[src/rtl/game_pkg.sv]
// ----------------------------------------------------------------------------
// game_pkg
// Shared definitions for the per-stage event tracker:
//   - game state codes produced by the game-play FSM
//   - object kind codes reported to the renderer
//   - default sprite/object geometry and hold length
//   - per-stage object tables (key, light and door positions in pixels)
//   - objEntry(): looks up the Nth target object of a stage
// ----------------------------------------------------------------------------
package game_pkg;

   // Game state codes as driven by the upstream game-play FSM
   typedef enum logic [3:0] {
      GS_TITLE    = 4'd0,
      GS_STAFF    = 4'd1,
      GS_STAGE1   = 4'd2,
      GS_SUCCESS1 = 4'd3,
      GS_STAGE2   = 4'd4,
      GS_SUCCESS2 = 4'd5,
      GS_STAGE3   = 4'd6,
      GS_SUCCESS3 = 4'd7,
      GS_FAIL     = 4'd8
   } game_state_e;

   // Kind of the object the player currently has to reach
   typedef enum logic [1:0] {
      OBJ_NONE  = 2'd0,
      OBJ_KEY   = 2'd1,
      OBJ_LIGHT = 2'd2,
      OBJ_DOOR  = 2'd3
   } obj_kind_e;

   localparam int PLAYER_W_DEFAULT   = 11;
   localparam int OBJ_W_DEFAULT      = 10;
   localparam int HOLD_TICKS_DEFAULT = 2;
   localparam int COORD_W            = 9;

   // One row of a stage object table
   typedef struct packed {
      logic [COORD_W-1:0] x;
      logic [COORD_W-1:0] y;
      obj_kind_e          kind;
   } obj_entry_t;

   // Key positions per stage, in collection order
   localparam logic [COORD_W-1:0] STAGE1_KEY_X [3] = '{9'd100, 9'd200, 9'd230};
   localparam logic [COORD_W-1:0] STAGE1_KEY_Y [3] = '{9'd40,  9'd60,  9'd200};
   localparam logic [COORD_W-1:0] STAGE2_KEY_X [3] = '{9'd120, 9'd180, 9'd70};
   localparam logic [COORD_W-1:0] STAGE2_KEY_Y [3] = '{9'd100, 9'd130, 9'd190};
   localparam logic [COORD_W-1:0] STAGE3_KEY_X [3] = '{9'd90,  9'd200, 9'd240};
   localparam logic [COORD_W-1:0] STAGE3_KEY_Y [3] = '{9'd210, 9'd210, 9'd40};

   // Light exists only in stage 2; the door is shared by all stages
   localparam logic [COORD_W-1:0] LIGHT_X = 9'd70;
   localparam logic [COORD_W-1:0] LIGHT_Y = 9'd40;
   localparam logic [COORD_W-1:0] DOOR_X  = 9'd250;
   localparam logic [COORD_W-1:0] DOOR_Y  = 9'd120;

   function automatic logic isStage(input logic [3:0] gs);
      return (gs == GS_STAGE1) || (gs == GS_STAGE2) || (gs == GS_STAGE3);
   endfunction

   // Stage 2 puts the light in slot 0, so its keys and door sit one slot
   // later than in the other stages. Anything past the door reads as NONE.
   function automatic obj_entry_t objEntry(input logic [3:0] gs,
                                           input logic [2:0] idx);
      obj_entry_t e;
      logic [2:0] slot;
      e.x    = '0;
      e.y    = '0;
      e.kind = OBJ_NONE;
      slot   = idx;
      if ((gs == GS_STAGE2) && (idx == 3'd0)) begin
         e.x    = LIGHT_X;
         e.y    = LIGHT_Y;
         e.kind = OBJ_LIGHT;
      end else begin
         if (gs == GS_STAGE2) begin
            slot = idx - 3'd1;
         end
         if (slot == 3'd3) begin
            e.x    = DOOR_X;
            e.y    = DOOR_Y;
            e.kind = OBJ_DOOR;
         end else if (slot < 3'd3) begin
            e.kind = OBJ_KEY;
            case (gs)
               GS_STAGE1: begin
                  e.x = STAGE1_KEY_X[slot[1:0]];
                  e.y = STAGE1_KEY_Y[slot[1:0]];
               end
               GS_STAGE2: begin
                  e.x = STAGE2_KEY_X[slot[1:0]];
                  e.y = STAGE2_KEY_Y[slot[1:0]];
               end
               GS_STAGE3: begin
                  e.x = STAGE3_KEY_X[slot[1:0]];
                  e.y = STAGE3_KEY_Y[slot[1:0]];
               end
               default: begin
                  e.kind = OBJ_NONE;
               end
            endcase
         end
      end
      return e;
   endfunction

endpackage

[src/rtl/box_overlap.sv]
// ----------------------------------------------------------------------------
// box_overlap
// Combinational axis-aligned box overlap test. Box A spans ax..ax+A_W-1 and
// ay..ay+A_W-1, box B likewise with B_W. Sums are formed one bit wider than
// the coordinates so the right/bottom edge never wraps.
// Ports:
//   ax_i, ay_i : box A top-left corner
//   bx_i, by_i : box B top-left corner
//   hit_o      : 1 when the boxes share at least one pixel
// ----------------------------------------------------------------------------
module box_overlap #(
   parameter int COORD_W = 9,
   parameter int A_W     = 11,
   parameter int B_W     = 10
) (
   input  logic [COORD_W-1:0] ax_i,
   input  logic [COORD_W-1:0] ay_i,
   input  logic [COORD_W-1:0] bx_i,
   input  logic [COORD_W-1:0] by_i,
   output logic               hit_o
);

   localparam int EXT_W = COORD_W + 1;
   localparam logic [EXT_W-1:0] A_SPAN = EXT_W'(A_W - 1);
   localparam logic [EXT_W-1:0] B_SPAN = EXT_W'(B_W - 1);

   logic [EXT_W-1:0] axExt, ayExt, bxExt, byExt;
   logic             xHit, yHit;

   // Each axis overlaps when neither box starts past the far edge of the other
   always_comb begin
      axExt = {1'b0, ax_i};
      ayExt = {1'b0, ay_i};
      bxExt = {1'b0, bx_i};
      byExt = {1'b0, by_i};
      xHit  = (axExt <= (bxExt + B_SPAN)) && (bxExt <= (axExt + A_SPAN));
      yHit  = (ayExt <= (byExt + B_SPAN)) && (byExt <= (ayExt + A_SPAN));
      hit_o = xHit && yHit;
   end

endmodule

[src/rtl/stage_event_unit.sv]
// ----------------------------------------------------------------------------
// stage_event_unit
// Per-stage gameplay event tracker. Walks the current stage's object list
// (light, keys, door), confirms each pickup after the player has overlapped
// it for HOLD_TICKS consecutive movement ticks, and watches for the boss
// catching the player in stage 3.
// Ports:
//   clk, rst            : clock, asynchronous active-low reset
//   tick                : one-clk pulse per movement step
//   state               : game state code from the game-play FSM
//   player_x/_y         : player box top-left corner
//   boss_x/_y           : boss box top-left corner
//   key_find            : keys collected in this stage (saturates at 3)
//   isDark              : stage 2 light not yet found
//   pass, fail          : one-clk pulses for door reached / player caught
//   obj_x, obj_y        : current target object top-left corner
//   obj_kind            : current target kind (NONE/KEY/LIGHT/DOOR)
// ----------------------------------------------------------------------------
module stage_event_unit
   import game_pkg::*;
#(
   parameter int PLAYER_W   = PLAYER_W_DEFAULT,
   parameter int OBJ_W      = OBJ_W_DEFAULT,
   parameter int HOLD_TICKS = HOLD_TICKS_DEFAULT
) (
   input  logic               clk,
   input  logic               rst,
   input  logic               tick,
   input  logic [3:0]         state,
   input  logic [COORD_W-1:0] player_x,
   input  logic [COORD_W-1:0] player_y,
   input  logic [COORD_W-1:0] boss_x,
   input  logic [COORD_W-1:0] boss_y,
   output logic [1:0]         key_find,
   output logic               isDark,
   output logic               pass,
   output logic               fail,
   output logic [COORD_W-1:0] obj_x,
   output logic [COORD_W-1:0] obj_y,
   output logic [1:0]         obj_kind
);

   typedef enum logic [2:0] {
      FSM_IDLE    = 3'd0,
      FSM_LOAD    = 3'd1,
      FSM_SEEK    = 3'd2,
      FSM_CONFIRM = 3'd3,
      FSM_DONE    = 3'd4
   } fsm_e;

   localparam logic [2:0] HOLD_L = 3'(HOLD_TICKS);

   fsm_e               fsm_q;
   logic [3:0]         prevState_q;
   logic [2:0]         objIdx_q;
   logic [2:0]         holdCnt_q;
   logic [1:0]         keyFind_q;
   logic               isDark_q;
   logic               pass_q;
   logic               fail_q;
   logic [COORD_W-1:0] objX_q;
   logic [COORD_W-1:0] objY_q;
   obj_kind_e          objKind_q;

   logic               objHit;
   logic               bossHit;
   logic               leaveStage_d;
   logic               tracking_d;
   logic               catch_d;
   logic               confirm_d;
   logic [2:0]         holdNext_d;
   obj_entry_t         loadObj_d;
   obj_entry_t         nextObj_d;

   box_overlap #(
      .COORD_W (COORD_W),
      .A_W     (PLAYER_W),
      .B_W     (OBJ_W)
   ) uObjOverlap (
      .ax_i  (player_x),
      .ay_i  (player_y),
      .bx_i  (objX_q),
      .by_i  (objY_q),
      .hit_o (objHit)
   );

   box_overlap #(
      .COORD_W (COORD_W),
      .A_W     (PLAYER_W),
      .B_W     (PLAYER_W)
   ) uBossOverlap (
      .ax_i  (player_x),
      .ay_i  (player_y),
      .bx_i  (boss_x),
      .by_i  (boss_y),
      .hit_o (bossHit)
   );

   // Event decode for this cycle. Any change of game state while active
   // (including a jump straight to another stage) drops back to IDLE so the
   // new stage always reloads from scratch. A catch outranks a confirm.
   always_comb begin
      leaveStage_d = !isStage(state) || (state != prevState_q);
      tracking_d   = (fsm_q == FSM_SEEK) || (fsm_q == FSM_CONFIRM);
      holdNext_d   = holdCnt_q + 3'd1;
      catch_d      = tracking_d && tick && bossHit && (state == GS_STAGE3);
      confirm_d    = tick && objHit && (objKind_q != OBJ_NONE) &&
                     (((fsm_q == FSM_SEEK) && (HOLD_L == 3'd1)) ||
                      ((fsm_q == FSM_CONFIRM) && (holdNext_d >= HOLD_L)));
      loadObj_d    = objEntry(state, 3'd0);
      nextObj_d    = objEntry(state, objIdx_q + 3'd1);
   end

   // Stage tracking FSM with registered outputs. pass/fail default low so
   // they can only ever be one-cycle pulses; the catch branch is taken before
   // the confirm branch so a simultaneous catch leaves keys/light untouched.
   always_ff @(posedge clk or negedge rst) begin
      if (!rst) begin
         fsm_q       <= FSM_IDLE;
         prevState_q <= 4'd0;
         objIdx_q    <= 3'd0;
         holdCnt_q   <= 3'd0;
         keyFind_q   <= 2'd0;
         isDark_q    <= 1'b0;
         pass_q      <= 1'b0;
         fail_q      <= 1'b0;
         objX_q      <= '0;
         objY_q      <= '0;
         objKind_q   <= OBJ_NONE;
      end else begin
         prevState_q <= state;
         pass_q      <= 1'b0;
         fail_q      <= 1'b0;
         if ((fsm_q != FSM_IDLE) && leaveStage_d) begin
            fsm_q     <= FSM_IDLE;
            objIdx_q  <= 3'd0;
            holdCnt_q <= 3'd0;
            keyFind_q <= 2'd0;
            isDark_q  <= 1'b0;
            objX_q    <= '0;
            objY_q    <= '0;
            objKind_q <= OBJ_NONE;
         end else begin
            case (fsm_q)
               FSM_IDLE: begin
                  if (isStage(state)) begin
                     fsm_q <= FSM_LOAD;
                  end
               end
               FSM_LOAD: begin
                  keyFind_q <= 2'd0;
                  isDark_q  <= (state == GS_STAGE2);
                  objIdx_q  <= 3'd0;
                  holdCnt_q <= 3'd0;
                  objX_q    <= loadObj_d.x;
                  objY_q    <= loadObj_d.y;
                  objKind_q <= loadObj_d.kind;
                  fsm_q     <= FSM_SEEK;
               end
               FSM_SEEK, FSM_CONFIRM: begin
                  if (catch_d) begin
                     fail_q    <= 1'b1;
                     holdCnt_q <= 3'd0;
                     fsm_q     <= FSM_DONE;
                  end else if (confirm_d) begin
                     holdCnt_q <= 3'd0;
                     if (objKind_q == OBJ_DOOR) begin
                        pass_q    <= 1'b1;
                        objKind_q <= OBJ_NONE;
                        fsm_q     <= FSM_DONE;
                     end else begin
                        if ((objKind_q == OBJ_KEY) && (keyFind_q != 2'd3)) begin
                           keyFind_q <= keyFind_q + 2'd1;
                        end
                        if (objKind_q == OBJ_LIGHT) begin
                           isDark_q <= 1'b0;
                        end
                        objIdx_q  <= objIdx_q + 3'd1;
                        objX_q    <= nextObj_d.x;
                        objY_q    <= nextObj_d.y;
                        objKind_q <= nextObj_d.kind;
                        fsm_q     <= FSM_SEEK;
                     end
                  end else if (tick) begin
                     if (objHit) begin
                        holdCnt_q <= (fsm_q == FSM_SEEK) ? 3'd1 : holdNext_d;
                        fsm_q     <= FSM_CONFIRM;
                     end else begin
                        holdCnt_q <= 3'd0;
                        fsm_q     <= FSM_SEEK;
                     end
                  end
               end
               FSM_DONE: begin
               end
               default: begin
                  fsm_q <= FSM_IDLE;
               end
            endcase
         end
      end
   end

   assign key_find = keyFind_q;
   assign isDark   = isDark_q;
   assign pass     = pass_q;
   assign fail     = fail_q;
   assign obj_x    = objX_q;
   assign obj_y    = objY_q;
   assign obj_kind = objKind_q;

endmodule

[config.mk]
export PLATFORM = sky130hd
export DESIGN_NAME = stage_event_unit
export DESIGN_NICKNAME = d
export VERILOG_FILES = /design/src/rtl/game_pkg.sv /design/src/rtl/box_overlap.sv /design/src/rtl/stage_event_unit.sv
export SDC_FILE = /design/constraint.sdc
export NUM_CORES = 1
export LEC_CHECK = 0
export CORE_MARGIN = 2
export CORE_UTILIZATION = 61
export CTS_CLUSTER_SIZE = 16
export DETAILED_ROUTE_END_ITERATION = 6
export HOLD_SLACK_MARGIN = 0.03
export PLACE_DENSITY = 0.95
export SLEW_MARGIN = 20
export SYNTH_ARGS = -nofsm -noshare
export SYNTH_HDL_FRONTEND = slang
export SYNTH_HIERARCHICAL = 1
export SYNTH_SLANG_ARGS = --single-unit
export TNS_END_PERCENT = 50
[constraint.sdc]
create_clock -name clk -period 6.5 [get_ports clk]
set_input_delay 1.3 -clock clk [delete_from_list [all_inputs] [get_ports clk]]
set_output_delay 1.3 -clock clk [all_outputs]
set_load 0.01 [all_outputs]
**Word level (Yosys, flattened, before mapping)**

Cells that the tools add are included.

- Flip-flop bits (word level): 38
- Bits in latches: 0
- RAM bits: 0
- ROM bits: 0
- Bits of input ports: 43
- Output and inout port bits: 25
- Memories: 0

- Add/subtract/negate cells: 10
- Multiply operators: 0
- Div/mod/pow operators: 0
- Magnitude comparators: 13
- Equality and inequality tests: 22
- Shift operators: 0
- Muxes and demuxes: 98
- Bitwise operators: 2
- Reduce and logical (&&, ||, !) cells: 35

Operator list:

| cell | count |
|---|---|
| 9-bit two-way mux | 28 |
| 9-bit binary-select mux with 2-bit select | 10 |
| 20-bit two-way mux | 6 |
| 9-bit by 10-bit less-or-equal comparator with 1-bit output | 8 |
| 9-bit by 4-bit adder with 10-bit output (second input constant) | 6 |
| 3-bit two-way mux | 19 |
| 18-bit case mux with 3 select lines | 1 |
| 18-bit case mux with 2 select lines | 1 |
| 9-bit case mux with 2 select lines | 2 |
| 2-bit two-way mux | 9 |
| 3-bit != test (second input constant) | 6 |
| 1-bit logical AND | 16 |
| 1-bit two-way mux | 16 |
| 3-bit by 2-bit == test with 1-bit output (second input constant) | 4 |
| 3-bit case mux with 2 select lines | 2 |
| 3-bit case mux with 4 select lines | 1 |
| 5-bit AND reduction | 2 |
| 4-bit by 3-bit == test with 1-bit output (second input constant) | 2 |
| 2-bit case mux with 2 select lines | 2 |
| 3-bit by 1-bit adder with 3-bit output (second input constant) | 2 |
| 3-bit greater-or-equal comparator (second input constant) | 2 |
| 3-bit logical NOT | 2 |
| 3-bit by 2-bit less-than comparator with 1-bit output (second input constant) | 2 |
| 2-bit inverter with 3-bit output | 2 |
| 21 further kinds | 29 |

**Longest topological paths before layout**

- Depth after elaboration: 17
- Depth in mapped cells: 18

**Modules after synthesis**

The synthesis kept the hierarchy.

By module, submodules not included:

| module | instances | cells an instance | area each (um2) |
|---|---|---|---|
| stage_event_unit | 1 | 264 | 2,392.3 |
| box_overlap (uObjOverlap) | 1 | 167 | 1,318.8 |
| box_overlap (uBossOverlap) | 1 | 160 | 1,231.2 |

**Worst setup path before layout**

OpenSTA, ideal clock, no wires.

- Kind: input to register
- From: input player_x[1]
- To: register keyFind_q[0] (netlist: key_find[0])
- Library setup time: 0.125 ns
- Arrival time: 4.204 ns
- Data required time: 6.375 ns
- Setup slack: 2.172 ns
- Stages: 16
- Buffers on the path: 2
- Cells stage by stage: ha_1 > o21ai_0 > xor2_1 > ha_1 > a21o_1 > a21o_1 > a221oi_2 > o32ai_1 > and3b_1 > nand2_1 > or2_2 > clkbuf_1 > a31oi_1 > buf_2 > nor4_1 > mux2_2

- Elaborated cells on any way between the ends: 17

RTL lines:

| item | line | text |
|---|---|---|
| from (decl) | stage_event_unit.sv:30 | `input logic [COORD_W-1:0] player_x,` |
| 9-bit by 4-bit adder with 10-bit output | box_overlap.sv:36 | `xHit = (axExt <= (bxExt + B_SPAN)) && (bxExt <= (axExt + A_SPAN));` |
| 9-bit by 10-bit less-or-equal comparator with 1-bit output | box_overlap.sv:36 |  |
| 1-bit logical AND * | box_overlap.sv:36 |  |
| 1-bit logical AND * | box_overlap.sv:38 | `hit_o = xHit && yHit;` |
| via bossHit | stage_event_unit.sv:66 | `logic bossHit;` |
| 1-bit logical AND * (2 in a row) | stage_event_unit.sv:106 | `catch_d = tracking_d && tick && bossHit && (state == GS_STAGE3);` |
| 3-bit != test (no source line) * | n/a |  |
| 5-bit AND reduction (no source line) * | n/a |  |
| to (signal assigned) | stage_event_unit.sv:173 | `keyFind_q <= keyFind_q + 2'd1;` |
| to (decl) | stage_event_unit.sv:57 | `logic [1:0] keyFind_q;` |

Mark *: on every way through the listed nets, which the timed path passes. The rest lies on a longest branch.
A chain may end at the register's enable or synchronous reset.

**Worst setup path after layout**

- From: input player_x[1]
- To: register objX_q[7] (netlist: obj_x[7])

- Elaborated cells on any way between the ends: 17

RTL lines:

| item | line | text |
|---|---|---|
| 9-bit by 4-bit adder with 10-bit output | box_overlap.sv:36 |  |
| 9-bit by 10-bit less-or-equal comparator with 1-bit output | box_overlap.sv:36 |  |
| 1-bit logical AND * | box_overlap.sv:36 |  |
| 1-bit logical AND * | box_overlap.sv:38 |  |
| via bossHit | stage_event_unit.sv:66 |  |
| 1-bit logical AND * (2 in a row) | stage_event_unit.sv:106 |  |
| 3-bit != test (no source line) * | n/a |  |
| 4-bit AND reduction (no source line) * | n/a |  |
| to (signal assigned) | stage_event_unit.sv:155 | `objX_q <= loadObj_d.x;` |
| to (signal assigned) | stage_event_unit.sv:179 | `objX_q <= nextObj_d.x;` |
| to (decl) | stage_event_unit.sv:61 | `logic [COORD_W-1:0] objX_q;` |

Marked as above.

==> impl_metrics.yaml <==
detailed_routing:
  drtIter0Drc: 241
  routed_wl_mm: 13.6
  via_per_inst: 6.51
  dr.pass1.iters: 5
  route.vias.total: 4977
  drc: 0
  antenna_left: 0
  wl_per_cell_um: 17.7
clock_network:
  path_clk_slew_ns: 0.07
  cts_setup_buffers: 0
  cts_inserted_buffers: 5
  post_cts_resized: 0
  htreeDepth: 2
  clock_sinks: 34
  clk_latency_ns: 0.29
  root_buffer: "clkbuf_8"
  cts_tree: "done"
  cts_buffer_depth: 2
  cts_hold_buffers: 0
critical_path:
  required_ns: 6.65
  path_cells: "clkdlybuf4s50_1 > ha_1 > o2111ai_1 > xor2_1 > ha_1 > nand4_1 > o32a_1 > o21ai_0 > o32ai_1 > and3b_1 > nand2_1 > or2_2 > a31oi_1 > or2_1 > o21ai_0"
  r2r_cells: 14
  cp.arrival_ns: 5.22
  reg2reg_to: "obj_x[3]$_DFFE_PN0P_"
  start_kind: "input pin"
  r2r_start: "obj_x[4]$_DFFE_PN0P_"
  reg2reg_slack_ns: 2.76
  crit_slowest_cell: "clkdlybuf4s50_1"
  cp_max_fo: 15
  critPathMaxStageDelay_ns: 0.54
  critPathLaunch: "player_x[1]"
  critPathKind: "input pin to flop"
  end_kind: "flop"
  crit_path_end: "obj_x[7]$_DFFE_PN0P_"
worst_hold_path:
  hp-class: "flop to flop"
layout:
  drive_gt1_frac: 0.0544
  nNetsFinal: 790
  n_fill_cell: 565
  n_antenna_cell: 0
  final_util: 0.745
  syn_to_final_growth_pct: 17.7
timing:
  period_needed_ns: 5.08
  hold_viol: 0
  finalSetupViolCount: 0
  clock_skew_ns: 0.00357
  timing.final.crit_share: 0.781
  worst_slew_pin_slew_ns: 0.914
  report.final.slew_viol_count: 0
  fmax_ghz: 0.197
  final.setup.tns_ns: 0
  grt_setup_unrepaired: "no"
  slew_headroom: 0.387
pwr:
  combPwrFrac: 0.436
  power_density_mw_per_mm2: 145
  p_int_w: 0.000532
  peakVddDrop_uv: 193
  p_sw_w: 0.000313
  p_sw_frac: 0.371
  pwr-share-clk: 0.274
  cellLeakagePower_nw: 2.59
  power_w: 0.000845
  p_seq_frac: 0.290
synthesis:
  synth_seq_cells: 34
  syn_inst: 591
  yosys_warnings: 6
  synth_ff_type: "dfrtp_1"
  synth_edf_count: 0
  syn_avg_cell_area_sq_um: 8.36
  yosysSeqAreaShare: 0.172
  synth_cell_types: 72
  syn_area_sq_mm: 0.00494
  async_flop_share: 1.00
die:
  io_pins: 68
  row_count: 32
  die_area_sq_mm: 0.00884
  start_util: 0.633
  core_area_sq_mm: 0.00781
  die_y_um: 94.0
  die_w_um: 94.0
global_route:
  groute.usage.overall: 0.313
  grt_start_max_net_pins: 35
  grt-ovfl-total: 0
  grt_pass1_vias: 4992
  antenna_found_initial: 0
  grt_pass1_wl_mm: 22.4
run:
  drv_cap: 0
status:
  status: "finished, final reports clean"
placement:
  gp_congestion: 0.968
  port_buffers: 63
  dp_hpwl_mm: 10.6
[per-layer routing]
metal	vias up	wire, um	share of wire	global-route usage
li1	2351	-	-	-
met1	2311	5220	0.39	0.353
met2	239	6710	0.49	0.559
met3	76	895	0.066	0.0498
met4	0	726	0.054	0.173
met5	-	0	0	0
[synthesized netlist by cell type, types with 4 or more instances]
library cell | count | area, sq um
ha_1 | 86 | 1080
a21oi_1 | 42 | 210
nand2_1 | 41 | 154
xor2_1 | 41 | 359
nor2_1 | 38 | 143
o21ai_0 | 36 | 180
dfrtp_1 | 34 | 851
inv_1 | 30 | 113
nand3_1 | 23 | 115
xnor2_1 | 16 | 140
a22o_1 | 12 | 105
nand4_1 | 12 | 75.1
a21o_1 | 11 | 82.6
nand2b_1 | 11 | 68.8
nor3_1 | 10 | 50.1
clkbuf_1 | 8 | 30.0
nor2b_1 | 8 | 50.1
o2111ai_1 | 8 | 70.1
o31ai_1 | 7 | 52.6
o211ai_1 | 6 | 45.0
o21ai_1 | 6 | 30.0
a31oi_1 | 5 | 31.3
buf_2 | 5 | 25.0
buf_4 | 5 | 37.5
nor4_1 | 5 | 31.3
a32o_1 | 4 | 40.0
and4_1 | 4 | 35.0
[metrics by stage]
step                      cells  setup WS (ns)  hold slack, ns  instance area [sq um]
after floorplan             607           2.17           0.498                   5000
after global placement      756           1.37           0.513                   5680
after detailed placement    756           1.22           0.504                   5680
after CTS                   764           1.49           0.518                   5820
after global routing        764           1.16           0.566                   5820
final                       764           1.42           0.517                   5820
[layout by cell type (no fill, tap or decap), types with 16 or more instances in the layout]
master,n
xor2_1,41
clkdlybuf4s50_1,63
nor2_1,38
inv_1,30
o21ai_0,36
nand2_1,41
nand3_1,23
dfrtp_1,34
xnor2_1,16
ha_1,86
a21oi_1,42
conb_1,17
[cells by family (layout without fill, tap and decap cells)]
| logic type | count (synthesis) | after routing | share of synthesized area |
|---|---|---|---|
| simple gates | 181 | 181 | 0.201 |
| compound gates | 178 | 178 | 0.254 |
| fa+ha+maj | 86 | 86 | 0.218 |
| xor+xnor | 57 | 57 | 0.101 |
| buf+inv | 50 | 105 | 0.0446 |
| flops | 34 | 34 | 0.172 |
| mux | 4 | 4 | 0.00886 |
| other cells | 1 | 17 | 0.000759 |
[flip-flops by register name (all words and copies together), names as in the netlist]
name         count
pass             1
holdCnt_q        3
obj_kind         2
obj_x            7
obj_y            7
fail             1
isDark           1
fsm_q            3
objIdx_q         3
prevState_q      4
key_find         2
[final cells by class]
cell class | instances | area, sq um | area share
Clock buffer | 5 | 68.8 | 0.0118
Sequential cell | 34 | 851 | 0.146
Timing Repair Buffer | 66 | 653 | 0.112
Clock inverter | 3 | 68.8 | 0.0118
Inverter | 31 | 116 | 0.0200
Tap cell | 102 | 128 | 0.0219
Multi-Input combinational cell | 523 | 3930 | 0.676
[how the worst min path moves through the flow]
stage / startpoint / to / slack (ns) / depth (start not counted)
floorplan: holdCnt_q[0]$_DFFE_PN0P_ / holdCnt_q[0]$_DFFE_PN0P_ / 0.50 / 2
global placement: isDark$_DFFE_PN0P_ / isDark$_DFFE_PN0P_ / 0.51 / 2
detailed placement: isDark$_DFFE_PN0P_ / isDark$_DFFE_PN0P_ / 0.50 / 2
CTS: isDark$_DFFE_PN0P_ / isDark$_DFFE_PN0P_ / 0.52 / 2
global route: isDark$_DFFE_PN0P_ / isDark$_DFFE_PN0P_ / 0.57 / 2
finish: isDark$_DFFE_PN0P_ / isDark$_DFFE_PN0P_ / 0.52 / 2
[worst max-delay path, delay by kind of cell]
| kind | cells | cell delay (ns) |
|---|---|---|
| xor gates and xnor gates | 1 | 0.12 |
| adders and majority gates | 2 | 0.65 |
| buffers and inverters | 1 | 0.54 |
| and+or+nand+nor | 5 | 1.38 |
| AOI/OAI and AO/OA | 6 | 1.23 |
[power by group through the flow]
stage | sequential (W) | combinational [W] | clock, W
final | 0.000245 | 0.000368 | 0.000232
after global routing | 0.000247 | 0.000407 | 0.000244
after CTS | 0.000244 | 0.000361 | 0.000234
after floorplan | 0.000245 | 0.000243 | 0
after global placement | 0.000247 | 0.000341 | 0
after detailed placement | 0.000249 | 0.000358 | 0
Note: power is estimated with default switching activity, not from simulation.
